<file path="config.mk">
export PLATFORM = sky130hd
export DESIGN_NAME = wb_stage_pipe
export DESIGN_NICKNAME = d
export VERILOG_FILES = /design/src/rtl/wb_pkg.sv /design/src/rtl/wb_src_mux.sv /design/src/rtl/wb_stage_pipe.sv
export SDC_FILE = /design/constraint.sdc
export NUM_CORES = 1
export LEC_CHECK = 0
export ABC_AREA = 1
export CORE_AREA = 2 2 133 96
export DETAILED_ROUTE_END_ITERATION = 16
export DIE_AREA = 0 0 135 98
export GPL_TIMING_DRIVEN = 0
export PLACE_DENSITY = 0.79
export SETUP_SLACK_MARGIN = 0.4
export SKIP_LAST_GASP = 1
export SLEW_MARGIN = 20
export SYNTH_ARGS = -nofsm -noshare
export SYNTH_HDL_FRONTEND = slang
export SYNTH_SLANG_ARGS = --single-unit
</file>
<file path="constraint.sdc">
create_clock -name clk -period 2.4 [get_ports clk]
set_input_delay 0.72 -clock clk [delete_from_list [all_inputs] [get_ports clk]]
set_output_delay 0.72 -clock clk [all_outputs]
set_load 0.005 [all_outputs]
</file>
<file path="src/rtl/wb_pkg.sv">
// Shared source-select codes and FSM encoding for the registered write-back stage.
package wb_pkg;

   localparam logic [1:0] SRC_ALU  = 2'd0;
   localparam logic [1:0] SRC_MEM  = 2'd1;
   localparam logic [1:0] SRC_LINK = 2'd2;

   typedef enum logic {
      WB_IDLE     = 1'b0,
      WB_WAIT_MEM = 1'b1
   } wb_state_e;

endpackage

</file>
<file path="src/rtl/wb_src_mux.sv">
// Result-source select for write-back (ALU / load / link; reserved code reads as ALU).
// Purely combinational, zero latency, no flow control.
module wb_src_mux
   import wb_pkg::*;
#(
   parameter int DATA_W = 32
) (
   input  logic [1:0]        src_sel,
   input  logic [DATA_W-1:0] alu_value,
   input  logic [DATA_W-1:0] mem_value,
   input  logic [DATA_W-1:0] link_value,
   output logic [DATA_W-1:0] result
);

   always_comb begin
      result = alu_value;
      case (src_sel)
         SRC_MEM:  result = mem_value;
         SRC_LINK: result = link_value;
         default:  result = alu_value;
      endcase
   end

endmodule

</file>
<file path="src/rtl/wb_stage_pipe.sv">
// Registered write-back stage: one retire per cycle, write port valid 1 cycle after accept.
// Deasserts in_ready while a late load is outstanding; drops the load on timeout or flush.
module wb_stage_pipe
   import wb_pkg::*;
#(
   parameter int DATA_W      = 32,
   parameter int REG_ADDR_W  = 4,
   parameter int CNT_W       = 32,
   parameter int MEM_TIMEOUT = 255
) (
   input  logic                  clk,
   input  logic                  rst,
   input  logic                  flush,
   input  logic                  in_valid,
   output logic                  in_ready,
   input  logic                  in_wb_en,
   input  logic [REG_ADDR_W-1:0] in_dest,
   input  logic [1:0]            in_src_sel,
   input  logic [DATA_W-1:0]     in_alu_result,
   input  logic [DATA_W-1:0]     in_link_value,
   input  logic [DATA_W-1:0]     mem_rdata,
   input  logic                  mem_rdata_valid,
   output logic                  wb_en,
   output logic [REG_ADDR_W-1:0] wb_dest,
   output logic [DATA_W-1:0]     wb_value,
   output logic                  pend_valid,
   output logic [REG_ADDR_W-1:0] pend_dest,
   output logic [CNT_W-1:0]      retire_count,
   output logic                  load_err
);

   localparam int TO_W = (MEM_TIMEOUT > 1) ? $clog2(MEM_TIMEOUT) : 1;
   localparam logic [TO_W-1:0] TO_LAST = TO_W'(MEM_TIMEOUT - 1);

   wb_state_e             state_q, state_d;
   logic                  wb_en_q, wb_en_d;
   logic [REG_ADDR_W-1:0] wb_dest_q, wb_dest_d;
   logic [DATA_W-1:0]     wb_value_q, wb_value_d;
   logic                  pend_valid_q, pend_valid_d;
   logic                  pend_en_q, pend_en_d;
   logic [REG_ADDR_W-1:0] pend_dest_q, pend_dest_d;
   logic [TO_W-1:0]       wait_cnt_q, wait_cnt_d;
   logic [CNT_W-1:0]      retire_count_q, retire_count_d;
   logic                  load_err_q, load_err_d;

   logic                  accept, is_load, retire_now, defer;
   logic                  wait_live, retire_late, timeout;
   logic [DATA_W-1:0]     mux_result;

   wb_src_mux #(
      .DATA_W (DATA_W)
   ) u_src_mux (
      .src_sel    (in_src_sel),
      .alu_value  (in_alu_result),
      .mem_value  (mem_rdata),
      .link_value (in_link_value),
      .result     (mux_result)
   );

   assign in_ready    = (state_q == WB_IDLE);
   assign accept      = in_valid & in_ready & ~flush;
   assign is_load     = (in_src_sel == SRC_MEM);
   assign retire_now  = accept & (~is_load | mem_rdata_valid);
   assign defer       = accept & is_load & ~mem_rdata_valid;
   // flush masks both data arrival and timeout while a load is pending
   assign wait_live   = (state_q == WB_WAIT_MEM) & ~flush;
   assign retire_late = wait_live & mem_rdata_valid;
   assign timeout     = wait_live & ~mem_rdata_valid & (wait_cnt_q == TO_LAST);

   always_ff @(posedge clk or negedge rst) begin
      if (!rst) begin
         state_q <= WB_IDLE;
      end else begin
         state_q <= state_d;
      end
   end

   always_comb begin
      state_d = state_q;
      case (state_q)
         WB_IDLE:     if (defer) state_d = WB_WAIT_MEM;
         WB_WAIT_MEM: if (flush | mem_rdata_valid | timeout) state_d = WB_IDLE;
         default:     state_d = WB_IDLE;
      endcase
   end

   always_comb begin
      wb_en_d        = 1'b0;
      wb_dest_d      = wb_dest_q;
      wb_value_d     = wb_value_q;
      pend_valid_d   = pend_valid_q;
      pend_en_d      = pend_en_q;
      pend_dest_d    = pend_dest_q;
      wait_cnt_d     = wait_cnt_q;
      retire_count_d = retire_count_q;
      load_err_d     = 1'b0;

      if (retire_now) begin
         wb_en_d    = in_wb_en;
         wb_dest_d  = in_dest;
         wb_value_d = mux_result;
      end
      if (defer) begin
         pend_valid_d = 1'b1;
         pend_en_d    = in_wb_en;
         pend_dest_d  = in_dest;
         wait_cnt_d   = '0;
      end
      if (retire_late) begin
         wb_en_d      = pend_en_q;
         wb_dest_d    = pend_dest_q;
         wb_value_d   = mem_rdata;
         pend_valid_d = 1'b0;
      end
      if ((state_q == WB_WAIT_MEM) && flush) begin
         pend_valid_d = 1'b0;
      end
      if (wait_live && !mem_rdata_valid) begin
         if (timeout) begin
            pend_valid_d = 1'b0;
            load_err_d   = 1'b1;
         end else begin
            wait_cnt_d = wait_cnt_q + TO_W'(1);
         end
      end
      if (retire_now || retire_late) begin
         retire_count_d = retire_count_q + CNT_W'(1);
      end
   end

   always_ff @(posedge clk or negedge rst) begin
      if (!rst) begin
         wb_en_q        <= 1'b0;
         wb_dest_q      <= '0;
         wb_value_q     <= '0;
         pend_valid_q   <= 1'b0;
         pend_en_q      <= 1'b0;
         pend_dest_q    <= '0;
         wait_cnt_q     <= '0;
         retire_count_q <= '0;
         load_err_q     <= 1'b0;
      end else begin
         wb_en_q        <= wb_en_d;
         wb_dest_q      <= wb_dest_d;
         wb_value_q     <= wb_value_d;
         pend_valid_q   <= pend_valid_d;
         pend_en_q      <= pend_en_d;
         pend_dest_q    <= pend_dest_d;
         wait_cnt_q     <= wait_cnt_d;
         retire_count_q <= retire_count_d;
         load_err_q     <= load_err_d;
      end
   end

   assign wb_en        = wb_en_q;
   assign wb_dest      = wb_dest_q;
   assign wb_value     = wb_value_q;
   assign pend_valid   = pend_valid_q;
   assign pend_dest    = pend_dest_q;
   assign retire_count = retire_count_q;
   assign load_err     = load_err_q;

endmodule

</file>
Word level (Yosys, flattened, before mapping):

Cells that the tools add are included.
Widths: inputs -> output; s select.

* bits in registers: 85
* output and inout port bits: 76
* word-level logic and storage cells: 56

* $add $sub $neg: 2
* eq/ne operators: 3
* multiplexer cells: 20
* bitwise operators: 16
* reduce and logical (&&, ||, !) cells: 5

Operators with widths (count)
* $mux 32: 2
* $pmux 32 s2: 1
* $add 32x1->32 const B: 1
* $mux 8: 3
* $mux 1: 11
* $and 1x1->1: 9
* $add 8x1->8 const B: 1
* $eq 8x8->1 const B: 1
* $mux 4: 2
* $not 1->1: 4
* $or 1x1->1: 3
* $eq 2x1->1 const B: 1
* $eq 2x2->1 const B: 1
* $logic_and 1x1->1: 2
* $pmux 1 s2: 1
* $reduce_bool 2->1: 1
* $logic_not 1->1: 1
* $logic_or 1x1->1: 1

Depth between registers and ports, before layout:

* word-level depth: 10
* mapped depth: 9
* mapped depth without buffers: 9

Hierarchy:

A second synthesis with hierarchy kept.

* cells, all modules: 759
* area, all modules: 5154.9 um^2

Modules (own cells, without submodules)
* wb_stage_pipe: instances 1, cells each 549, area an instance 4276.6 um^2, sequential area each 2127.0 um^2
* wb_src_mux: instances 1, cells each 210, area an instance 878.3 um^2, sequential area each 0.0 um^2

Worst setup path after synthesis:

No wires, ideal clock.

* path type: input -> register
* start point: input in_src_sel[0]
* end point: register wb_value_q[22], in the netlist wb_value[22]
* arrival time: 1.783 ns
* data required time: 2.329 ns
* path slack: 0.545 ns
* cell stages on the path: 8
* path buffers: 1
* path through: inv_1 -> ha_1 -> inv_1 -> clkbuf_1 -> o21ai_0 -> o21ai_1 -> a21oi_1 -> nor2_1

* longest elaborated chain between the ends: 5
* elaborated cells between the ends (all ways): 9

RTL lines
* start: declaration: line wb_stage_pipe.sv:18 `input logic [1:0] in_src_sel,`
* $eq 2x1->1: line wb_src_mux.sv:17, wb_stage_pipe.sv:62
* $not 1->1: line wb_stage_pipe.sv:63 `assign retire_now = accept & (~is_load | mem_rdata_valid);`
* $or 1x1->1: line wb_stage_pipe.sv:63
* $and 1x1->1: line wb_stage_pipe.sv:63
* $reduce_bool 2->1 (no source line)
* end signal: assignment: line wb_stage_pipe.sv:145 `wb_value_q <= wb_value_d;`
* end: declaration: line wb_stage_pipe.sv:38 `logic [DATA_W-1:0] wb_value_q, wb_value_d;`

Several ways; a longest one is shown, not always the timed one. The select of a mux whose other input is x is not followed.
A chain may end at the register's enable or synchronous reset.

Worst setup path in the final report:

* start point: register retire_count_q[18], in the netlist retire_count[18]
* end point: output retire_count[18]

RTL lines
* start: declaration: line wb_stage_pipe.sv:43 `logic [CNT_W-1:0] retire_count_q, retire_count_d;`
* start signal: assignment: line wb_stage_pipe.sv:150 `retire_count_q <= retire_count_d;`
* end: declaration: line wb_stage_pipe.sv:28 `output logic [CNT_W-1:0] retire_count,`

No word-level cell between the ends.

==> metrics.cfg <==
[run_status]
outcome = completed

[synthesis]
ys_ff_latch = 85
yosys-top-cells-area = dfrtp_1 (46%), nor2_1 (7.7%), nand2_1 (7.6%)
syn_area_per_cell_um2 = 7.993
ys_types = 32
synth_top_family_by_area = simple AND/OR/NAND/NOR gates
synth-xor-area-share = 0.05209
synth-simple-area-share = 0.2423
syn_inst = 577
synth-compound-area-share = 0.1584
syn_nets = 690
yosysWarnings = 0
muxShareOfSynthArea = 0.009767
synth_top_area_share = 0.4612
synth_area_mm2 = 0.004612
yosysSeqAreaShare = 0.4612
yosys.area_share.adder = 0.01356
yosysTopAreaCell = dfrtp_1

[critical_path]
cp_num_buf_inv = 1
cp_data_arrival_time_ns = 1.27
crit_type = register to output pin
critical-path-slowest-cell = clkdlybuf4s50_1
critical_path.top_delay_family = buffers and inverters
cp_data_required_time_ns = 1.68
end_kind = output pin
crit_fanout = 4
critPathLaunchType = register
max_stage_delay_ns = 0.53
path_cells = clkdlybuf4s50_1

[floorplan]
fp.dieW_um = 135
initial_core_util = 0.3817
die_area_mm2 = 0.01323
num_io_pins = 184
fp.dieH_um = 98
placementRows = 34
coreArea_mm2 = 0.01208

[timing]
fin_worst_skew_ns = 0.007051
worst_slack_ns = 0.4078
rsz0062_at_grt = yes
maxSlewHeadroom = 0.6822
setup_viol = 0
fmax_mhz = 502.0
hold_viol_final = 0
drv_slew = 0
fin_crit_sh = 0.8301
tightest_slew_ns = 0.4767
min_period_ns = 1.992

[power_and_ir_drop]
vdd_drop_max_mv = 0.4179
power_mw = 4.595
p_leak_nw = 3.237
power.density_mw_per_mm2 = 621.9

[cts]
clk_path_buf_depth = 2
numCtsBuffers = 9
clkTransAtPathRegs_ns = 0.07
clock_latency_ns = 0.34
htreeDepth = 3
root_buffer = clkbuf_16
cts_num_sinks = 85
cts_tree = done

[route]
vias = 4823
drt_iter0_markers = 251
wire_per_inst_um = 15.22
wl_mm = 14.85
ant_nets = 0
dr.pass1.iters = 5
remaining_drc_errors = 0
via_per_inst = 4.942

[grt]
grt_max_degree = 57
grt_pass1_vias = 4619
use_met3 = 0.06646
antenna_found_initial = 1
track_usage = 0.2267
grt.overflow.total = 0
grt_pass1_wl_mm = 23.65
met1_usage = 0.3066
grt.busiest_layer = met2
met2_usage = 0.3643

[layout]
layout.cells.most_common = clkdlybuf4s50_1
mostFrequentLayoutCells = clkdlybuf4s50_1 (172), nor2_1 (94), nand2_1 (92), dfrtp_1 (80), a21oi_1 (63)
final_area_mm2 = 0.007388
drive_above_1_share = 0.1427
fin_nets = 921
area_growth_pct = 60.20
n_fill_cell = 1084

[run]
maxCapViolCount = 0

[placed_design]
port_buffers = 183
dp_slack_ns = -0.3354
dpl_cell_area_mm2 = 0.006671
gp_congestion = 0.8673
hpwl_mm = 10.78

[hold_path]
hold_path.class = input port to asynchronous set/reset pin

power breakdown:
group / internal, mW / total [mW] / switching, mW
Clock: 0.948 / 1.55 / 0.606
Sequential: 1.64 / 1.77 / 0.124
Combinational: 0.763 / 1.27 / 0.512
Total: 3.35 / 4.59 / 1.24
kinds of logic after synthesis:
| kind of cell | after synthesis |
|---|---|
| simple gates | 252 |
| fa+ha+maj | 5 |
| buf+inv | 63 |
| compound gates | 144 |
| mux | 4 |
| flops | 85 |
| xor+xnor | 24 |
path summary, 6_finish.rpt:
check | start | to | cells after the start | slack [ns]
max | retire_count[18]$_DFFE_PN0P_ | retire_count[18] | 1 | 0.41
min | rst | wait_cnt_q[4]$_DFF_PN0_ | 1 | 0.32
max reg2reg | retire_count[11]$_DFFE_PN0P_ | retire_count[20]$_DFFE_PN0P_ | 7 | 0.72
min reg2reg | wb_value[26]$_DFFE_PN0P_ | wb_value[26]$_DFFE_PN0P_ | 2 | 0.51
max in group asynchronous | rst | retire_count[19]$_DFFE_PN0P_ | 2 | 1.45
min in group clk | wb_value[26]$_DFFE_PN0P_ | wb_value[26]$_DFFE_PN0P_ | 2 | 0.51
through the flow:
step / utilization / hold slack, ns / std cells / setup TNS, ns
after floorplan: - / 0.4244 / 577 / 0
after global placement: 0.5501 / 0.4732 / 922 / -223.57
after detailed placement: 0.5522 / 0.4831 / 923 / -9.563
after CTS: 0.6023 / 0.3255 / 963 / 0
after global routing: 0.6115 / 0.3519 / 976 / 0
final: 0.6115 / 0.3230 / 976 / 0
registers in the layout, indices dropped and copies added, names as in the netlist, 4 cells and up:
| register | flops |
|---|---|
| pend_dest | 4 |
| retire_count | 32 |
| wait_cnt_q | 8 |
| wb_dest | 4 |
| wb_value | 32 |
final cells by class:
class                   count  area [µm²]  share of cell area
multi-input cells         430        2265              0.3065
flip-flops and latches     85        2133              0.2887
repair buffers            219        2120              0.2869
clock buffers              10       239.0             0.03235
well taps                 162       202.7             0.02743
plain buffers              27       197.7             0.02676
inverters                  36       135.1             0.01829
clock inverters             6       93.84             0.01270
diodes                      1       2.502           0.0003387
cell usage after synthesis:
library cell,count
nor2_2,2
buf_6,4
buf_2,12
nor2_4,3
mux2_2,4
nand3_1,22
buf_4,2
xor2_1,9
inv_2,3
o21ai_0,40
a21oi_1,66
a31oi_1,5
nand4_1,11
nand3_4,1
nand2_4,2
nand3b_1,5
nor2_1,94
ha_1,5
nor4_1,1
nand2_1,93
nand2_2,7
xnor2_2,4
o211ai_1,1
xnor2_1,11
o22ai_1,1
nand3_2,1
dfrtp_1,85
nor3_1,8
inv_1,33
o21ai_1,31
and2_1,2
clkbuf_1,9
layer usage:
metal	up-vias	wire, µm
li1	2385	-
met1	2211	6537
met2	203	6822
met3	24	1271
met4	0	223
met5	-	0
timing repair:
action / CTS / global route
setup endpoints to repair: 75 / 21
gates resized for setup: 45 / 10
pin swaps: 3 / 0
hold buffers: 0 / 0
setup buffers: 21 / 12
endpoints found under the hold margin: 0 / 0
gates cloned: 3 / 0
(Power assumes the default switching activity.)
